--- src/rtl/mux_stream_pkg.sv ---
// Shared encodings and widths for the round-robin stream multiplexer.
package mux_stream_pkg;

  localparam logic MODE_FIXED = 1'b0;
  localparam logic MODE_RR    = 1'b1;

  localparam int unsigned XFER_CNT_W = 16;

  typedef enum logic {
    ST_EMPTY = 1'b0,
    ST_FULL  = 1'b1
  } state_e;

endpackage

--- src/rtl/rr_arbiter.sv ---
// Round-robin search: first asserted request at or above ptr, wrapping from N-1 to 0.
module rr_arbiter #(
  parameter int unsigned N     = 4,
  parameter int unsigned IDX_W = $clog2(N)
) (
  input  logic [N-1:0]     req,
  input  logic [IDX_W-1:0] ptr,
  output logic [N-1:0]     grant,
  output logic [IDX_W-1:0] index,
  output logic             any
);

  logic [IDX_W-1:0] cand;

  always_comb begin
    grant = '0;
    index = '0;
    any   = 1'b0;
    cand  = '0;
    for (int unsigned k = 0; k < N; k++) begin
      cand = IDX_W'((32'(ptr) + k) % N);
      if (!any && req[cand]) begin
        any         = 1'b1;
        index       = cand;
        grant[cand] = 1'b1;
      end
    end
  end

endmodule

--- src/rtl/mux_rr_stream.sv ---
// N-to-1 stream mux with fixed or round-robin selection into a one-entry output register.
// Define MUX_RR_STREAM_CNT_EN to add the 16-bit out-transfer counter port xfer_cnt.
module mux_rr_stream
  import mux_stream_pkg::*;
#(
  parameter int unsigned WIDTH    = 3,
  parameter int unsigned CHANNELS = 4,
  localparam int unsigned CHAN_W  = $clog2(CHANNELS)
) (
  input  logic                      clk,
  input  logic                      rst,
  input  logic                      mode,
  input  logic [CHAN_W-1:0]         sel,
  input  logic [CHANNELS-1:0]       in_valid,
  input  logic [CHANNELS*WIDTH-1:0] in_data,
  output logic [CHANNELS-1:0]       in_ready,
  output logic                      out_valid,
  output logic [WIDTH-1:0]          out_data,
  output logic [CHAN_W-1:0]         out_chan,
`ifdef MUX_RR_STREAM_CNT_EN
  output logic [XFER_CNT_W-1:0]     xfer_cnt,
`endif
  input  logic                      out_ready
);

  state_e              state_q, state_d;
  logic [WIDTH-1:0]    data_q, data_d;
  logic [CHAN_W-1:0]   chan_q, chan_d;
  logic [CHAN_W-1:0]   ptr_q, ptr_d;

  logic [CHANNELS-1:0] rr_grant;
  logic [CHAN_W-1:0]   rr_idx;
  logic                rr_any;

  logic [CHANNELS-1:0] fixed_vec;
  logic [CHANNELS-1:0] grant_vec;
  logic [CHAN_W-1:0]   grant_idx;
  logic                can_load;
  logic                load;
  logic                xfer_out;

  rr_arbiter #(
    .N     (CHANNELS),
    .IDX_W (CHAN_W)
  ) u_rr_arbiter (
    .req   (in_valid),
    .ptr   (ptr_q),
    .grant (rr_grant),
    .index (rr_idx),
    .any   (rr_any)
  );

  // Grant selection and handshake; a full register can reload only while it drains.
  always_comb begin
    fixed_vec = '0;
    if ((32'(sel) < CHANNELS) && in_valid[sel]) begin
      fixed_vec[sel] = 1'b1;
    end
    grant_vec = (mode == MODE_RR) ? rr_grant : fixed_vec;
    grant_idx = (mode == MODE_RR) ? rr_idx : sel;
    can_load  = (state_q == ST_EMPTY) || out_ready;
    in_ready  = (!rst && can_load) ? grant_vec : '0;
    load      = |in_ready;
    xfer_out  = (state_q == ST_FULL) && out_ready;
  end

  always_comb begin
    state_d = state_q;
    data_d  = data_q;
    chan_d  = chan_q;
    ptr_d   = ptr_q;
    case (state_q)
      ST_EMPTY: if (load) state_d = ST_FULL;
      ST_FULL:  if (xfer_out && !load) state_d = ST_EMPTY;
      default:  state_d = ST_EMPTY;
    endcase
    if (load) begin
      chan_d = grant_idx;
      for (int unsigned i = 0; i < CHANNELS; i++) begin
        if (in_ready[i]) data_d = in_data[i*WIDTH +: WIDTH];
      end
      if (mode == MODE_RR) begin
        ptr_d = (32'(grant_idx) == CHANNELS - 1) ? '0 : grant_idx + 1'b1;
      end
    end
  end

  always_ff @(posedge clk) begin
    if (rst) begin
      state_q <= ST_EMPTY;
      data_q  <= '0;
      chan_q  <= '0;
      ptr_q   <= '0;
    end else begin
      state_q <= state_d;
      data_q  <= data_d;
      chan_q  <= chan_d;
      ptr_q   <= ptr_d;
    end
  end

  assign out_valid = (state_q == ST_FULL);
  assign out_data  = data_q;
  assign out_chan  = chan_q;

`ifdef MUX_RR_STREAM_CNT_EN
  logic [XFER_CNT_W-1:0] cnt_q, cnt_d;

  // Wraps naturally at 0xFFFF.
  always_comb begin
    cnt_d = cnt_q;
    if (xfer_out) cnt_d = cnt_q + 1'b1;
  end

  always_ff @(posedge clk) begin
    if (rst) cnt_q <= '0;
    else     cnt_q <= cnt_d;
  end

  assign xfer_cnt = cnt_q;
`endif

endmodule

--- config.mk ---
export PLATFORM = sky130hd
export DESIGN_NAME = mux_rr_stream
export DESIGN_NICKNAME = d
export VERILOG_FILES = /design/src/rtl/mux_stream_pkg.sv /design/src/rtl/rr_arbiter.sv /design/src/rtl/mux_rr_stream.sv
export SDC_FILE = /design/constraint.sdc
export NUM_CORES = 1
export LEC_CHECK = 0
export BUFFER_PORTS_ARGS = -buffer_cell sky130_fd_sc_hd__buf_2
export CAP_MARGIN = 0
export CORE_MARGIN = 2
export CORE_UTILIZATION = 40
export CTS_CLUSTER_DIAMETER = 100
export DETAILED_ROUTE_END_ITERATION = 8
export SLEW_MARGIN = 5
export SYNTH_ARGS = -nofsm -noshare
export SYNTH_HDL_FRONTEND = slang
export SYNTH_SLANG_ARGS = --single-unit
export TNS_END_PERCENT = 20
--- constraint.sdc ---
create_clock -name clk -period 3.45 [get_ports clk]
set_input_delay 0.345 -clock clk [delete_from_list [all_inputs] [get_ports clk]]
set_output_delay 0.345 -clock clk [all_outputs]
set_load 0.02 [all_outputs]
==> results by stage, run 1 <==
Route:
- The number of remaining DRC errors is 0.
- The detail route stage leaves a number of antenna-violating nets equal to 0.
- The detailed-route wire length is between 2 and 3 mm.
- The number of iterations in the first detailed-routing pass is 4.
- The DRC marker count from the first detailed-route iteration is 39.
- The number of vias after detailed routing is about 1100.
- After detailed routing, the average wire length per cell comes to 14.5 microns.
- The detail-routed via count per cell is slightly below 6.

Flow run:
- Max-cap violations in this run came to 0.

STA:
- Hold is met by a little over 300 ps.
- Measured against its own limit, the worst slew margin works out to approximately 70%.
- Of the available clock period, the critical path in the final layout requires just over 90%.
- The number of failing hold endpoints at the final stage is 0.
- Derived from the worst setup path, the maximum achievable clock frequency is roughly 320 MHz.
- The time the final worst path needs with I/O delays and setup is 3170 ps.
- Setup repair after global routing left no endpoint under its margin.
- The max-slew violation count came to 0.
- Summed over all failing endpoints, the final setup total negative slack is 0 ps.
- For the pin with the worst max-slew slack, the measured transition is 450 ps.
- The setup clock skew after layout is approximately 0.35 ps.
- Setup violations remaining at the end of the flow were counted as 0.

Clocking:
- The cell sitting at the root of the clock tree is a sky130_fd_sc_hd__clkbuf_4.
- The latest clock arrival within the worst-skew pair is between 200 and 300 ps.
- Once the clock tree was built, the resizer swapped 0 gates to a different size.
- The clock transition time at the flip-flop clock pins of the worst setup and hold paths is around 50 ps.
- Counting along the longest clock path gives a buffer depth of 2.
- Clock tree synthesis found a total of 8 sinks.
- The post-cts hold buffer count is 0.
- The clock tree from TritonCTS is built.
- The post-CTS setup repair buffer count is 0.
- The clock buffer count from CTS is 3.
- The number of H-tree levels is 1.

Finish:
- The most common library cell in the layout ignoring fill and taps is sky130_fd_sc_hd__buf_2.
- The total number of nets in the final design is 190.
- The area growth from synthesis to layout is 16.6%.
- The share of layout cells above drive strength 1 is around a third.
- In the layout the commonest cells are sky130_fd_sc_hd__buf_2 (31), sky130_fd_sc_hd__o21ai_0 (12), sky130_fd_sc_hd__a31oi_1 (9), sky130_fd_sc_hd__nand2_1 (9).
- The number of antenna diodes in the final layout is 0.

Worst setup path:
- For the worst setup path, the data required time is just over 3000 ps.
- The critical path goes through inv_1 -> ha_1 -> or3b_1 -> a2111oi_4 -> o21ai_0 -> a31oi_1 -> buf_2.
- The stage delay of the slowest cell on the critical path is ~500 ps.
- In this run the worst setup path begins at ptr_q[1].
- The total stage count of the critical path is 7.
- The flop-to-flop setup slack is around 470 ps.
- The data arrival time of the critical path is 2830 ps.
- The endpoint kind of the worst setup timing path is a primary output.
- The worst-case reg-to-reg path depth is 10.
- The cell class contributing the biggest share of worst-path delay is compound AO/OA/AOI/OAI gates.
- The critical path is of the flip-flop to primary output type.
- The timing endpoint of the critical path is in_ready[1].
- The startpoint identified for the worst register-to-register timing path is ptr_q[1].
- Counting both buffers and inverters, the worst setup path holds a total of 2.
- The worst flop-to-flop path endpoint is out_chan[1].
- The slowest cell on the critical path is sky130_fd_sc_hd__a2111oi_4.
- Along the worst path, the maximum fanout reaches 10.
- STA classifies the critical path startpoint as a flip-flop.

Synth:
- The number of instances in the synthesized netlist is 129.
- The commonest register cell after synthesis is sky130_fd_sc_hd__dfxtp_1.
- The count of state elements after synthesis is 8.
- In this run, synthesis inferred 0 flip-flops with an integrated enable.
- The share of the Yosys chip area taken by registers is between 10% and 20%.
- The proportion of netlist area held by the largest area contributor is around 15%.
- The fraction of registers with async set or reset after synthesis is 0%.
- The average size of a mapped cell is roughly 8.5 sq um.
- The number of warnings issued by yosys is 0.
- The cell area that synthesis handed to floorplanning was roughly 1100 sq um.
- By area the synthesized netlist is led by sky130_fd_sc_hd__dfxtp_1 (15%), sky130_fd_sc_hd__ha_1 (8.0%), sky130_fd_sc_hd__mux2i_1 (5.5%).
- The netlist uses 50 different library cells.
- The number of nets handed over by synthesis was between 150 and 200.
- The cell taking the most area after synthesis is sky130_fd_sc_hd__dfxtp_1.

Die:
- The initial core utilization is between 40% and 50%.
- The floorplan row count is 18.
- The floorplan core area is about 2500 sq um.
- The die area is between 3000 and 4000 sq um.
- The die span in y is between 50 and 60 microns.
- The die extent in x is 56.3 microns.
- In this run the count of I/O pins placed on the die edge is 32.

Place:
- Input and output buffers added on the ports amount to 31.
- The final weighted congestion in routability-driven placement is between 0.9 and 1.
- The half-perimeter wire length after detailed placement is 2.22 mm.

Power:
- The power density over the cells is approximately 600 nW/um^2.
- The maximum resistive drop on vdd is 0.000368 V.
- The leakage power of the design is around 0.56 nW.

Global route:
- The first global-routing pass estimated between 4 and 5 mm of wire.
- The largest net degree at the start of global routing is 15.
- The global routing usage summed across all routing layers is 17.9%.
- The number of global-route vias before repair is ~1100.
- The total overflow left after global routing is 0.
- The number of antenna violations at the first check in global routing is 0.

Outcome:
- The run finished with clean final reports.

Worst hold path:
- The path type of the worst min-delay path is input port to flip-flop.
==> sequential cells by signal, summed over array words and instances, names as in the netlist <==
| signal | flops |
|---|---|
| out_chan | 2 |
| out_valid | 1 |
| out_data | 3 |
| ptr_q | 2 |
==> per-stage QoR <==
| stage | worst slack, ps | instance area (sq um) | instances | utilization (%) | power, mW |
|---|---|---|---|---|---|
| after floorplan | 287 | 1090 | 129 | - | 0.576 |
| after global placement | 471 | 1250 | 186 | 49.3 | 0.695 |
| after detailed placement | 460 | 1250 | 186 | 49.3 | 0.699 |
| after CTS | 278 | 1280 | 189 | 50.1 | 0.772 |
| after global routing | 108 | 1280 | 189 | 50.1 | 0.834 |
| final | 276 | 1280 | 189 | 50.1 | 0.768 |
==> synth_stat cells (all sizes together) (4+ instances only) <==
cell type / count
o21ai: 12
a31oi: 11
nand2: 9
dfxtp: 8
nor2: 8
ha: 7
inv: 7
buf: 6
mux2i: 6
and2: 5
mux2: 4
==> how the worst min path moves through the flow <==
stage / start / end / slack [ps] / depth (start not counted)
after CTS: rst / out_valid / 300 / 2
after detailed placement: out_valid / out_valid / 490 / 2
after global placement: out_valid / out_valid / 480 / 2
after floorplan: rst / out_valid / 410 / 1
final: rst / out_valid / 310 / 2
after global routing: rst / out_chan[1] / 300 / 2
==> power breakdown <==
| part | total [mW] | internal (mW) | switching, mW |
|---|---|---|---|
| Sequential | 0.135 | 0.122 | 0.0132 |
| Clock | 0.0697 | 0.0397 | 0.0300 |
| Combinational | 0.563 | 0.233 | 0.331 |
| Total | 0.768 | 0.394 | 0.374 |
==> cells by family after synthesis <==
| logic type | Yosys count | synth area share (%) |
|---|---|---|
| mux | 12 | 13.7 |
| flops | 8 | 14.6 |
| buf+inv | 14 | 7.54 |
| simple gates | 41 | 22.1 |
| xor+xnor | 1 | 0.800 |
| fa+ha+maj | 7 | 8.00 |
| compound gates | 46 | 33.3 |
==> layer usage <==
layer  global-route usage [%]  part of all wire [%]  vias to the layer above
met5                        0                     0                        -
met4                     2.04                     0                        0
met3                     3.46                   7.4                        0
met2                     31.6                    49                       53
met1                     23.2                    44                      504
li1                         -                     -                      553
==> worst reg2reg max path, cell delays in order, from the launching register on <==
cell                      delay [ps]
sky130_fd_sc_hd__dfxtp_1         320
sky130_fd_sc_hd__inv_1            80
sky130_fd_sc_hd__ha_1            460
sky130_fd_sc_hd__mux2_2          390
sky130_fd_sc_hd__mux2_2          320
sky130_fd_sc_hd__a31oi_1         190
sky130_fd_sc_hd__a41o_2          270
sky130_fd_sc_hd__inv_2            80
sky130_fd_sc_hd__nor4_4          470
sky130_fd_sc_hd__mux2i_1         230
sky130_fd_sc_hd__nor2_1           50
==> layout make-up <==
class | count | area [sq um]
fillers | 257 | 1270
clock buffers | 3 | 22.5
well taps | 30 | 37.5
inverters | 7 | 26.3
multi-input cells | 107 | 852
repair buffers | 34 | 178
flip-flops and latches | 8 | 160
Note: power is estimated with default switching activity, not from simulation.
==> inputs of run 2 (changes only) <==
- CORE_MARGIN: 2 -> 1.5
==> run 2 against run 1 <==
  * Fmax down 3.3%
  * Power is 0.31% lower
  * Final cell count fell by 0.53%
  * Design area fell by 0.59%
  * First-iteration DRC count fell by 23%
  * Sequential share of layout area rose by 0.074 points
  * Critical path type unchanged
  * Largest power group unchanged
==> results by stage, run 2 (same netlist as run 1, synthesis figures left out) <==
Clocking:
- The number of gates resized after cts is 0.
- The root buffer cell chosen for the clock tree is sky130_fd_sc_hd__clkbuf_4.
- The clock sink count is 8.
- The clock transition time at the flip-flop clock pins of the worst setup and hold paths is about 60 ps.
- Hold repair after CTS inserted 0 buffers.
- The clock reaches the later pin of the worst-skew pair after about 260 ps.
- The clock tree from TritonCTS is built.
- The clock passes through at most 2 buffers.
- In this run the number of H-tree levels came out at 1.
- The clock buffer count from CTS is 3.
- Once the clock tree was built, the setup fixing pass inserted 0 buffers.

Finish:
- At the end of the flow, the number of nets in the layout was 189.
- The area of combinational cells with multiple inputs is between 800 and 900 sq um.
- The top cell types in the final layout, fill and taps aside, are sky130_fd_sc_hd__buf_2 (31), sky130_fd_sc_hd__o21ai_0 (12), sky130_fd_sc_hd__a31oi_1 (9), sky130_fd_sc_hd__nand2_1 (9).
- The register area is approximately 160 sq um.
- The register with the most flip-flops in the layout has 3 of them.
- The most common library cell in the layout ignoring fill and taps is sky130_fd_sc_hd__buf_2.
- Measured on the finished design, the core utilization comes to 50.3%.
- The filler cells instantiated in the layout total around 250.
- 0 antenna diodes ended up in the layout.
- Compared with the post-synthesis result, the final layout area differs by 15.9%.
- After routing the design area is about 1300 sq um.
- Once layout is complete, the cells apart from fillers number 188.
- The share of layout cells above drive strength 1 is 33.5%.

Worst setup path:
- At the worst endpoint, the arrival time is about 3000 ps.
- Traced cell by cell, the critical path runs through inv_2 -> ha_1 -> or3b_1 -> a2111oi_4 -> o21ai_0 -> a31oi_1 -> buf_2.
- The critical path is of the flip-flop to primary output type.
- The stage delay of the slowest cell on the critical path is 470 ps.
- The largest driver fanout on the critical path is 10.
- The type of element launching the critical path is a flip-flop.
- The required arrival time at the worst endpoint is 3110 ps.
- STA classifies the critical path endpoint as a primary output.
- The slowest cell on the critical path is sky130_fd_sc_hd__a2111oi_4.

Die:
- In this run the count of I/O pins placed on the die edge is 32.
- The floorplan row count is 18.
- The initial core utilization is between 40% and 50%.
- The die is between 50 and 60 microns tall.
- The die area is around 3100 sq um.
- The core region is approximately 2500 sq um.
- The die extent in x is between 50 and 60 microns.

STA:
- The setup clock skew after layout is between 9 and 10 ps.
- The number of failing hold endpoints at the final stage came to 0.
- The worst slew slack as a fraction of its limit is approximately 64%.
- The fraction of the cycle the final worst path needs is between 90% and 100%.
- Based on the critical path, the design can be clocked at up to 305 MHz.
- Hold timing on the final database bottoms out at a slack of ~290 ps.
- The max-slew violation count is 0.
- The post-layout worst setup margin is 168 ps.
- Setup repair after global routing left no endpoint under its margin.
- Summed over all failing endpoints, the final setup total negative slack is 0 ps.
- The time the final worst path needs with I/O delays and setup is about 3300 ps.
- The final count of negative-setup-slack endpoints is 0.
- At the pin with the least slew margin, the transition time is roughly 530 ps.

Power:
- The leakage power of the design is about 0.55 nW.
- Dividing total power by cell area gives a power density of around 600 nW/um^2.
- The worst-case IR drop observed on VDD is about 0.00031 V.
- Overall power consumption after layout is estimated at approximately 0.77 mW.

Place:
- The final weighted congestion in routability-driven placement is ~0.83.
- Summing all placed instances gives a cell area of between 1000 and 1500 sq um.
- The half-perimeter wire length after detailed placement is 2.27 mm.
- The post-placement cell count is approximately 190.
- Before CTS, the worst setup slack after placement is 401 ps.
- The number of buffers added on ports is 31.

Global route:
- Summed over all layers, the global routing overflow is 0.
- The number of global-route vias before repair is around 1000.
- The largest net degree at the start of global routing is 15.
- In the global route stage, overall resource usage came out at 18.7%.
- The number of antenna violations at the first check in global routing is 0.
- The first-pass GRT wire length is around 4.7 mm.

Outcome:
- The flow ran to the end, and the final reports show no timing, DRC or antenna violations.

Route:
- The average wire per cell in the routed design is 15.0 microns.
- The pre-antenna-repair detailed-routing pass consisted of 4 iterations.
- The number of vias after detailed routing is approximately 1100.
- The number of remaining DRC errors is 0.
- The post-detailed-route count of antenna-violating nets is 0.
- The DRC marker count from the first detailed-route iteration is 30.
- Wires add up to 2.82 mm.
- Dividing the detail-routed via count by the number of cells gives between 5 and 6.

Worst hold path:
- The path type of the worst min-delay path is input port to flip-flop.

Flow run:
- The number of maximum-capacitance violations is 0.
==> run 2: cell count changes in the layout (fill, tap and decap cells not counted) <==
cell	change
sky130_fd_sc_hd__buf_4	-1
==> run 2: final cells by class <==
type | count | share of cell area (%)
Inverter | 7 | 2.07
Timing Repair Buffer | 33 | 13.4
Tap cell | 30 | 2.96
Sequential cell | 8 | 12.6
Multi-Input combinational cell | 107 | 67.2
Clock buffer | 3 | 1.78
==> run 2: power by group <==
part	switching [mW]	internal (mW)
Clock	0.0319	0.0398
Combinational	0.332	0.227
Sequential	0.0135	0.122
==> run 2: worst paths after layout <==
kind / slack [ps] / from / depth (start not counted) / endpoint
worst max-delay path: 170 / ptr_q[0] / 7 / in_ready[1]
worst min-delay path: 290 / rst / 2 / out_chan[1]
worst max register to register: 370 / ptr_q[0] / 10 / out_chan[0]
worst min register to register: 490 / out_valid / 2 / out_valid
==> run 2: routing by layer <==
metal  global-route usage, %  vias up  wire [microns]
met5                       0        -               0
met4                    7.67        0              46
met3                    1.64        7             178
met2                    29.1       31            1300
met1                    26.4      511            1290
li1                        -      553               -
==> run 2: critical path: cells and delay by family, from the launching register on <==
kind            cells  cell delay (ps)
buf+inv             2              380
fa+ha+maj           1              440
compound gates      3             1090
flops               1              340
simple gates        1              430
